File: src/rtl/axi_rd_traffic_gen.sv
// AXI4 read-initiator traffic generator: issues a strided run of INCR bursts,
// consumes the R channel in order, and reports beat count, data XOR, latency and protocol errors.
module axi_rd_traffic_gen #(
  parameter int DATA_WIDTH      = 32,
  parameter int ADDR_WIDTH      = 16,
  parameter int ID_WIDTH        = 8,
  parameter int MAX_OUTSTANDING = 4,
  parameter int CNT_WIDTH       = 16
) (
  input  logic                  clk,
  input  logic                  rst,
  input  logic                  cmd_valid,
  output logic                  cmd_ready,
  input  logic [ADDR_WIDTH-1:0] cmd_addr,
  input  logic [7:0]            cmd_len,
  input  logic [CNT_WIDTH-1:0]  cmd_num,
  input  logic [ADDR_WIDTH-1:0] cmd_stride,
  output logic [ID_WIDTH-1:0]   m_axi_arid,
  output logic [ADDR_WIDTH-1:0] m_axi_araddr,
  output logic [7:0]            m_axi_arlen,
  output logic [2:0]            m_axi_arsize,
  output logic [1:0]            m_axi_arburst,
  output logic                  m_axi_arlock,
  output logic [3:0]            m_axi_arcache,
  output logic [2:0]            m_axi_arprot,
  output logic                  m_axi_arvalid,
  input  logic                  m_axi_arready,
  input  logic [ID_WIDTH-1:0]   m_axi_rid,
  input  logic [DATA_WIDTH-1:0] m_axi_rdata,
  input  logic [1:0]            m_axi_rresp,
  input  logic                  m_axi_rlast,
  input  logic                  m_axi_rvalid,
  output logic                  m_axi_rready,
  output logic                  done,
  output logic                  err,
  output logic [CNT_WIDTH-1:0]  beat_count,
  output logic [DATA_WIDTH-1:0] data_sum,
  output logic [CNT_WIDTH-1:0]  cycle_count
);

  localparam int OW = $clog2(MAX_OUTSTANDING + 1);
  localparam logic [OW-1:0]        OUT_ONE = OW'(1);
  localparam logic [OW-1:0]        OUT_MAX = OW'(MAX_OUTSTANDING);
  localparam logic [CNT_WIDTH-1:0] CNT_ONE = CNT_WIDTH'(1);
  localparam logic [ID_WIDTH-1:0]  ID_ONE  = ID_WIDTH'(1);
  localparam logic [2:0]           ARSIZE  = 3'($clog2(DATA_WIDTH / 8));

  typedef enum logic [1:0] {IDLE, RUN, FIN} state_t;

  state_t                state_q, state_d;
  logic [ADDR_WIDTH-1:0] addr_q, stride_q;
  logic [7:0]            len_q, beat_q;
  logic [CNT_WIDTH-1:0]  num_q, issued_q, issued_d, recv_q;
  logic [OW-1:0]         outst_q, outst_d;
  logic [ID_WIDTH-1:0]   arid_q, exp_rid_q;
  logic                  arvalid_q, arvalid_d;
  logic                  err_q;
  logic [CNT_WIDTH-1:0]  beat_count_q, cycle_count_q;
  logic [DATA_WIDTH-1:0] data_sum_q;

  logic cmd_accept, ar_hs, r_hs, burst_close, final_close, outst_dec;

  assign cmd_ready     = (state_q == IDLE);
  assign m_axi_rready  = (state_q == RUN);
  assign done          = (state_q == FIN);
  assign m_axi_arvalid = arvalid_q;
  assign m_axi_araddr  = addr_q;
  assign m_axi_arid    = arid_q;
  assign m_axi_arlen   = len_q;
  assign m_axi_arsize  = ARSIZE;
  assign m_axi_arburst = 2'b01;
  assign m_axi_arlock  = 1'b0;
  assign m_axi_arcache = 4'b0011;
  assign m_axi_arprot  = 3'b000;
  assign err           = err_q;
  assign beat_count    = beat_count_q;
  assign data_sum      = data_sum_q;
  assign cycle_count   = cycle_count_q;

  assign cmd_accept  = cmd_valid & cmd_ready;
  assign ar_hs       = arvalid_q & m_axi_arready;
  assign r_hs        = m_axi_rvalid & m_axi_rready;
  // A burst closes when the beat counter reaches arlen, whatever rlast says.
  assign burst_close = r_hs & (beat_q == len_q);
  assign final_close = burst_close & ((recv_q + CNT_ONE) == num_q);
  assign outst_dec   = burst_close & (outst_q != '0);

  // NOTE: every always_comb output gets a default first so no path can infer a latch.
  always_comb begin
    state_d   = state_q;
    issued_d  = issued_q;
    outst_d   = outst_q;
    arvalid_d = 1'b0;

    if (ar_hs) issued_d = issued_q + CNT_ONE;
    case ({ar_hs, outst_dec})
      2'b10:   outst_d = outst_q + OUT_ONE;
      2'b01:   outst_d = outst_q - OUT_ONE;
      default: outst_d = outst_q;
    endcase

    case (state_q)
      IDLE: if (cmd_accept) state_d = (cmd_num == '0) ? FIN : RUN;
      RUN:  if (final_close) state_d = FIN;
      FIN:  state_d = IDLE;
      default: state_d = IDLE;
    endcase

    // arvalid only falls after a handshake: while it waits, issued is frozen
    // and outstanding can only shrink, so the issue condition stays true.
    if (cmd_accept)
      arvalid_d = (cmd_num != '0);
    else if (state_d == RUN)
      arvalid_d = (issued_d < num_q) && (outst_d < OUT_MAX);
  end

  // NOTE: sequential state uses non-blocking assignments so every register samples pre-edge values.
  always_ff @(posedge clk or posedge rst) begin
    if (rst) begin
      state_q       <= IDLE;
      addr_q        <= '0;
      stride_q      <= '0;
      len_q         <= '0;
      num_q         <= '0;
      issued_q      <= '0;
      recv_q        <= '0;
      outst_q       <= '0;
      beat_q        <= '0;
      arid_q        <= '0;
      exp_rid_q     <= '0;
      arvalid_q     <= 1'b0;
      err_q         <= 1'b0;
      beat_count_q  <= '0;
      data_sum_q    <= '0;
      cycle_count_q <= '0;
    end else begin
      state_q   <= state_d;
      arvalid_q <= arvalid_d;
      if (cmd_accept) begin
        addr_q        <= cmd_addr;
        stride_q      <= cmd_stride;
        len_q         <= cmd_len;
        num_q         <= cmd_num;
        issued_q      <= '0;
        recv_q        <= '0;
        outst_q       <= '0;
        beat_q        <= '0;
        arid_q        <= '0;
        exp_rid_q     <= '0;
        err_q         <= 1'b0;
        beat_count_q  <= '0;
        data_sum_q    <= '0;
        cycle_count_q <= '0;
      end else begin
        issued_q <= issued_d;
        outst_q  <= outst_d;
        if (ar_hs) begin
          addr_q <= addr_q + stride_q;
          arid_q <= arid_q + ID_ONE;
        end
        if (r_hs) begin
          beat_count_q <= beat_count_q + CNT_ONE;
          data_sum_q   <= data_sum_q ^ m_axi_rdata;
          if ((m_axi_rresp != 2'b00) || (m_axi_rid != exp_rid_q) ||
              (m_axi_rlast != (beat_q == len_q)) || (outst_q == '0))
            err_q <= 1'b1;
          if (burst_close) begin
            beat_q    <= '0;
            recv_q    <= recv_q + CNT_ONE;
            exp_rid_q <= exp_rid_q + ID_ONE;
          end else begin
            beat_q <= beat_q + 8'd1;
          end
        end
        if ((state_q == RUN) && (cycle_count_q != '1))
          cycle_count_q <= cycle_count_q + CNT_ONE;
      end
    end
  end

endmodule

File: config.mk
export PLATFORM = sky130hd
export DESIGN_NAME = axi_rd_traffic_gen
export DESIGN_NICKNAME = d
export VERILOG_FILES = /design/src/rtl/axi_rd_traffic_gen.sv
export SDC_FILE = /design/constraint.sdc
export NUM_CORES = 1
export LEC_CHECK = 0
export CAP_MARGIN = 20
export CORE_ASPECT_RATIO = 0.75
export CORE_MARGIN = 2
export CORE_UTILIZATION = 55
export CTS_CLUSTER_SIZE = 25
export DETAILED_ROUTE_END_ITERATION = 8
export PLACE_DENSITY = 0.91
export SLEW_MARGIN = 40
export SYNTH_ARGS = -nofsm -noshare
export SYNTH_HDL_FRONTEND = slang
export SYNTH_SLANG_ARGS = --single-unit
File: constraint.sdc
create_clock -name clk -period 11.2 [get_ports clk]
set_clock_uncertainty 0.15 [all_clocks]
set_input_delay 1.68 -clock clk [delete_from_list [all_inputs] [get_ports clk]]
set_output_delay 1.68 -clock clk [all_outputs]
set_load 0.01 [all_outputs]
Word level (Yosys, flattened, before mapping):

Index checks and enable logic that the tools add are counted.

* add/sub/neg operators: 10
* $lt $le $gt $ge: 2
* eq/ne operators: 10
* mux-type cells: 32
* bitwise operators: 7
* reductions and logical operators: 18

Operators by type and width (count)
* two-way mux 16 bit: 11
* adder 16 x 1 -> 16 bit (second input constant): 4
* two-way mux 32 bit: 2
* two-way mux 8 bit: 8
* XOR 32 bit: 1
* adder 8 x 1 -> 8 bit (second input constant): 3
* adder 16 bit: 1
* equality test 16 bit: 1
* zero test 16 bit: 1
* less-than comparator 16 bit: 1
* != test 16 bit (second input constant): 1
* nonzero test 16 bit: 1
* nonzero test 2 bit: 6
* equality test 8 bit: 1
* != test 8 bit: 1
* AND 1 bit: 6
* equality test 2 x 1 -> 1 bit (second input constant): 3
* two-way mux 2 bit: 3
* one-hot mux 3 bit (2 select lines): 1
* two-way mux 1 bit: 5
* equality test 2 bit (second input constant): 2
* one-hot mux 2 bit (2 select lines): 1
* AND reduction 2 bit: 2
* adder 3 x 1 -> 3 bit (second input constant): 1
* 9 further kinds: 12

* flip-flop bits (word level): 183
* output and inout bits: 114
* word-level logic and storage cells: 95

Longest topological paths before layout:

* depth after elaboration: 10
* gate-level depth with buffers: 15
* gate-level depth less buffers: 14

Least setup slack after synthesis:

Ideal clock, no wire load.

* kind: input port to flip-flop
* from: input m_axi_arready
* to: register arvalid_q (netlist: m_axi_arvalid)
* library setup time: 0.077 ns
* data arrival time: 4.005 ns
* slack: 6.969 ns
* stages: 13
* cell sequence: and2_1 clkbuf_1 inv_1 buf_1 ha_1 fa_1 xnor2_1 nor2_1 xnor2_1 o21ai_0 a2111oi_0 o21ai_0 o21ai_1

* cells in the longest elaborated chain, start to end: 7
* elaborated cells between the ends (all ways): 10
* those cells by class: order compare (2); eq/ne (2); mux (4); bitwise (1); reduce/logical (1)

Ends and longest elaborated chain
* start, declared: line 27 `input logic m_axi_arready,`
* AND 1 bit (*): line 81 `assign ar_hs = arvalid_q & m_axi_arready;`
* parallel branches: the longest is 3 deep, another holds less-than comparator 16 bit
* logical AND 1 bit (*): line 114 `arvalid_d = (issued_d < num_q) && (outst_d < OUT_MAX);`
* two-way mux 1 bit (*): line 113 `else if (state_d == RUN)`
* two-way mux 1 bit (*): line 111 `if (cmd_accept)`
* named net arvalid_d: line 56 `logic arvalid_q, arvalid_d;`
* end signal, assigned: line 138 `arvalid_q <= arvalid_d;`
* end, declared: line 56

Mark *: on every way through the listed nets, which the timed path passes.
A chain may end at the register's enable or synchronous reset.

Final worst setup path:

Ends and elaborated chain as after synthesis.

==> run metrics <==
clk root buf=clkbuf_16; worst reg-to-reg setup slack=7.06 ns; Crit Path Max Fanout=25; CTS tree=done; die width=158.8 um; leakage power=5.731 nW; Starting Density=56.16%; cts bufs inserted=17; wire length per cell=16.67 um; Cell Count, Final, Fillers Out=1529; Crit Path Class=input pin to flop; most instantiated cells after synthesis=192 x nand2_1, 183 x dfrtp_1, 116 x nor2_1; count leader, synth=nand2_1; Post-synth top flop=dfrtp_1; DRT Pass-1 Iters=5; nets@finish=1418; M2 GR Usage=42.93%; CORE AREA=17600 um^2; Worst Hold Class=flop to flop; Inst Count DP=1496; IO Pins=218; Post-Syn Area=9887 um^2; filler instances=1238; max_cap viols=0; post-synthesis mux area share=0.3037%; Simple-Gate Fraction of Synth Area=21.42%; DRT antenna net count=0; number of global-route vias before repair=8330; R2R Path End=m_axi_arvalid; Detailed Place HPWL=18050 um; max-slew violation count=0; Die H=120.1 um; GPL Wtd Cong=0.8804; pin count of the biggest net entering global routing=93; GR Overflow Total=0; via count=8538; Synth cell types=59; M1 GR Usage=36.60%; Post-synth EDFFs=0; Post-CTS Setup Bufs=0; total wire length=25490 um; area delta synth->final=28.30%; Setup Total Neg Slack=0 ns; sequential share of the synthesized area=46.32%; worst-case vdd ir drop=0.1478 mV; flops & latches, synth=183; period utilization=48.49%; first-pass GRT wire length=41330 um; Hold Buf Count CTS=0; Iter 0 DRT Violations=710; PortBufs=204; share of layout cells above drive strength 1=3.807%; Slew HR=47.69%; final-report hold violation count=0; Avg Cell Area, Syn=9.071 um^2; Ant. Diodes=0; FF-to-FF path depth=11; Hold Path Cell Cnt=2; initial antenna violation count=0; reg-to-reg critical path startpoint=m_axi_arvalid; crit start category=input pin; endpoints failing setup=0; WP data arrival=5.64 ns; Post-Synth Adder-Cell Area=5.214%; CTS resizes=0; GR Util met3=5.911%; gr usage total=26.83%; grt peak-use layer=met2; Yosys top cell area share=46.32%; Clock transition at path regs=0.07 ns; fmax=184.1 MHz; share of flip-flops with an asynchronous set or reset=100.0%; outcome=finished clean; vias per cell=5.584; TritonCTS Sinks=183; RSZ-0062 raised after global routing=no; Least-Margin Pin Slew=0.7847 ns; DRC Markers=0; hold path startpoint=stride_q[12]; CP Capture Type=flop; largest family of logic cells by synthesized area=simple AND/OR/NAND/NOR gates; CTS Buffer Depth=2; post-synth top area cell=dfrtp_1; row cnt=42; min Tclk post-route=5.431 ns; Compound-Gate Fraction of Synth Area=10.77%; Worst Hold End=stride_q[12]; Power Density=217.1 nW/um^2; launch point of the worst path=m_axi_arready; worst skew pair latency=0.44 ns; XOR/XNOR share of the synthesized area=12.05%; Die ar.=19080 um^2; CTS H-Tree Depth=4; Synth area leaders=dfrtp_1 46%, xor2_1 7.6%, nand2_1 7.3%, ha_1 4.8%, xnor2_1 4.4%; Data required, critical path=11.41 ns; Synthesis Warnings=0; Mapped Cells=1090
## flip-flops by register name (all words and copies together), names as in the netlist, 16 cells and up
signal and flops:
cycle_count 16, recv_q 16, beat_count 16, m_axi_araddr 16, num_q 16, stride_q 16
data_sum 32, issued_q 16
## per-stage QoR
step                setup slack (ns)  hold slack (ns)  area [um^2]  utilization, %  power, mW
floorplan                      4.398           0.2997         9928               -      1.650
global placement               5.718           0.3141        12060           68.51      2.078
detailed placement             5.434           0.3293        12060           68.53      2.133
CTS                            5.892           0.3449        12660           71.92      2.755
global route                   5.530           0.3698        12680           72.05      2.916
finish                         5.769           0.3438        12680           72.05      2.753
## power by group
part,switching [mW],internal [mW],total (mW)
combinational,0.545,0.555,1.10
sequential,0.190,0.851,1.04
clock,0.277,0.336,0.612
total,1.01,1.74,2.75
## worst max-delay path, stage by stage
cell	delay, ns
clkdlybuf4s50_1	0.44
and2_1	0.63
inv_1	0.60
ha_1	0.43
fa_1	0.40
xnor2_1	0.16
nor2_1	0.06
xnor2_1	0.21
o21ai_0	0.13
a2111oi_0	0.51
o21ai_0	0.23
o21ai_1	0.16
## layout by cell type, fill, tap and decap left out, types with 23 or more instances in the layout
cell type,count
clkdlybuf4s50_1,204
nand2_1,191
dfrtp_1,183
nor2_1,115
xor2_1,86
o21ai_0,74
xnor2_1,50
a21oi_1,38
ha_1,38
nand3_1,34
inv_1,29
and2_1,23
## cells by family (layout without fill, tap and decap cells)
kind of cell / Yosys count / in the layout
buffers and inverters: 87 / 273
adders and majority gates: 40 / 40
muxes: 3 / 3
DFF: 183 / 183
other: 2 / 13
and+or+nand+nor: 463 / 463
xor gates and xnor gates: 136 / 136
AOI/OAI and AO/OA: 176 / 176
## final cells by class
type	count	area [um^2]	area share, %
clock buffers	18	429.2	3.383
repair buffers	211	2111	16.64
flip-flops and latches	183	4579	36.10
multi-input cells	831	4977	39.24
well taps	242	302.8	2.387
clock inverters	14	167.7	1.322
inverters	30	117.6	0.9272
## worst max path at each step
stage	endpoint	slack [ns]	depth (start not counted)
floorplan	beat_count[0]	4.40	1
global placement	m_axi_arvalid	5.72	12
detailed placement	m_axi_arvalid	5.43	12
CTS	m_axi_arvalid	5.89	12
global route	m_axi_arvalid	5.53	12
finish	m_axi_arvalid	5.77	12
## routing by layer
metal / up-vias / wire length [um]
met5: - / 0
met4: 0 / 454
met3: 47 / 1942
met2: 361 / 12070
met1: 4118 / 11020
li1: 4012 / -
No activity file was read; power rests on OpenSTA's default activity.
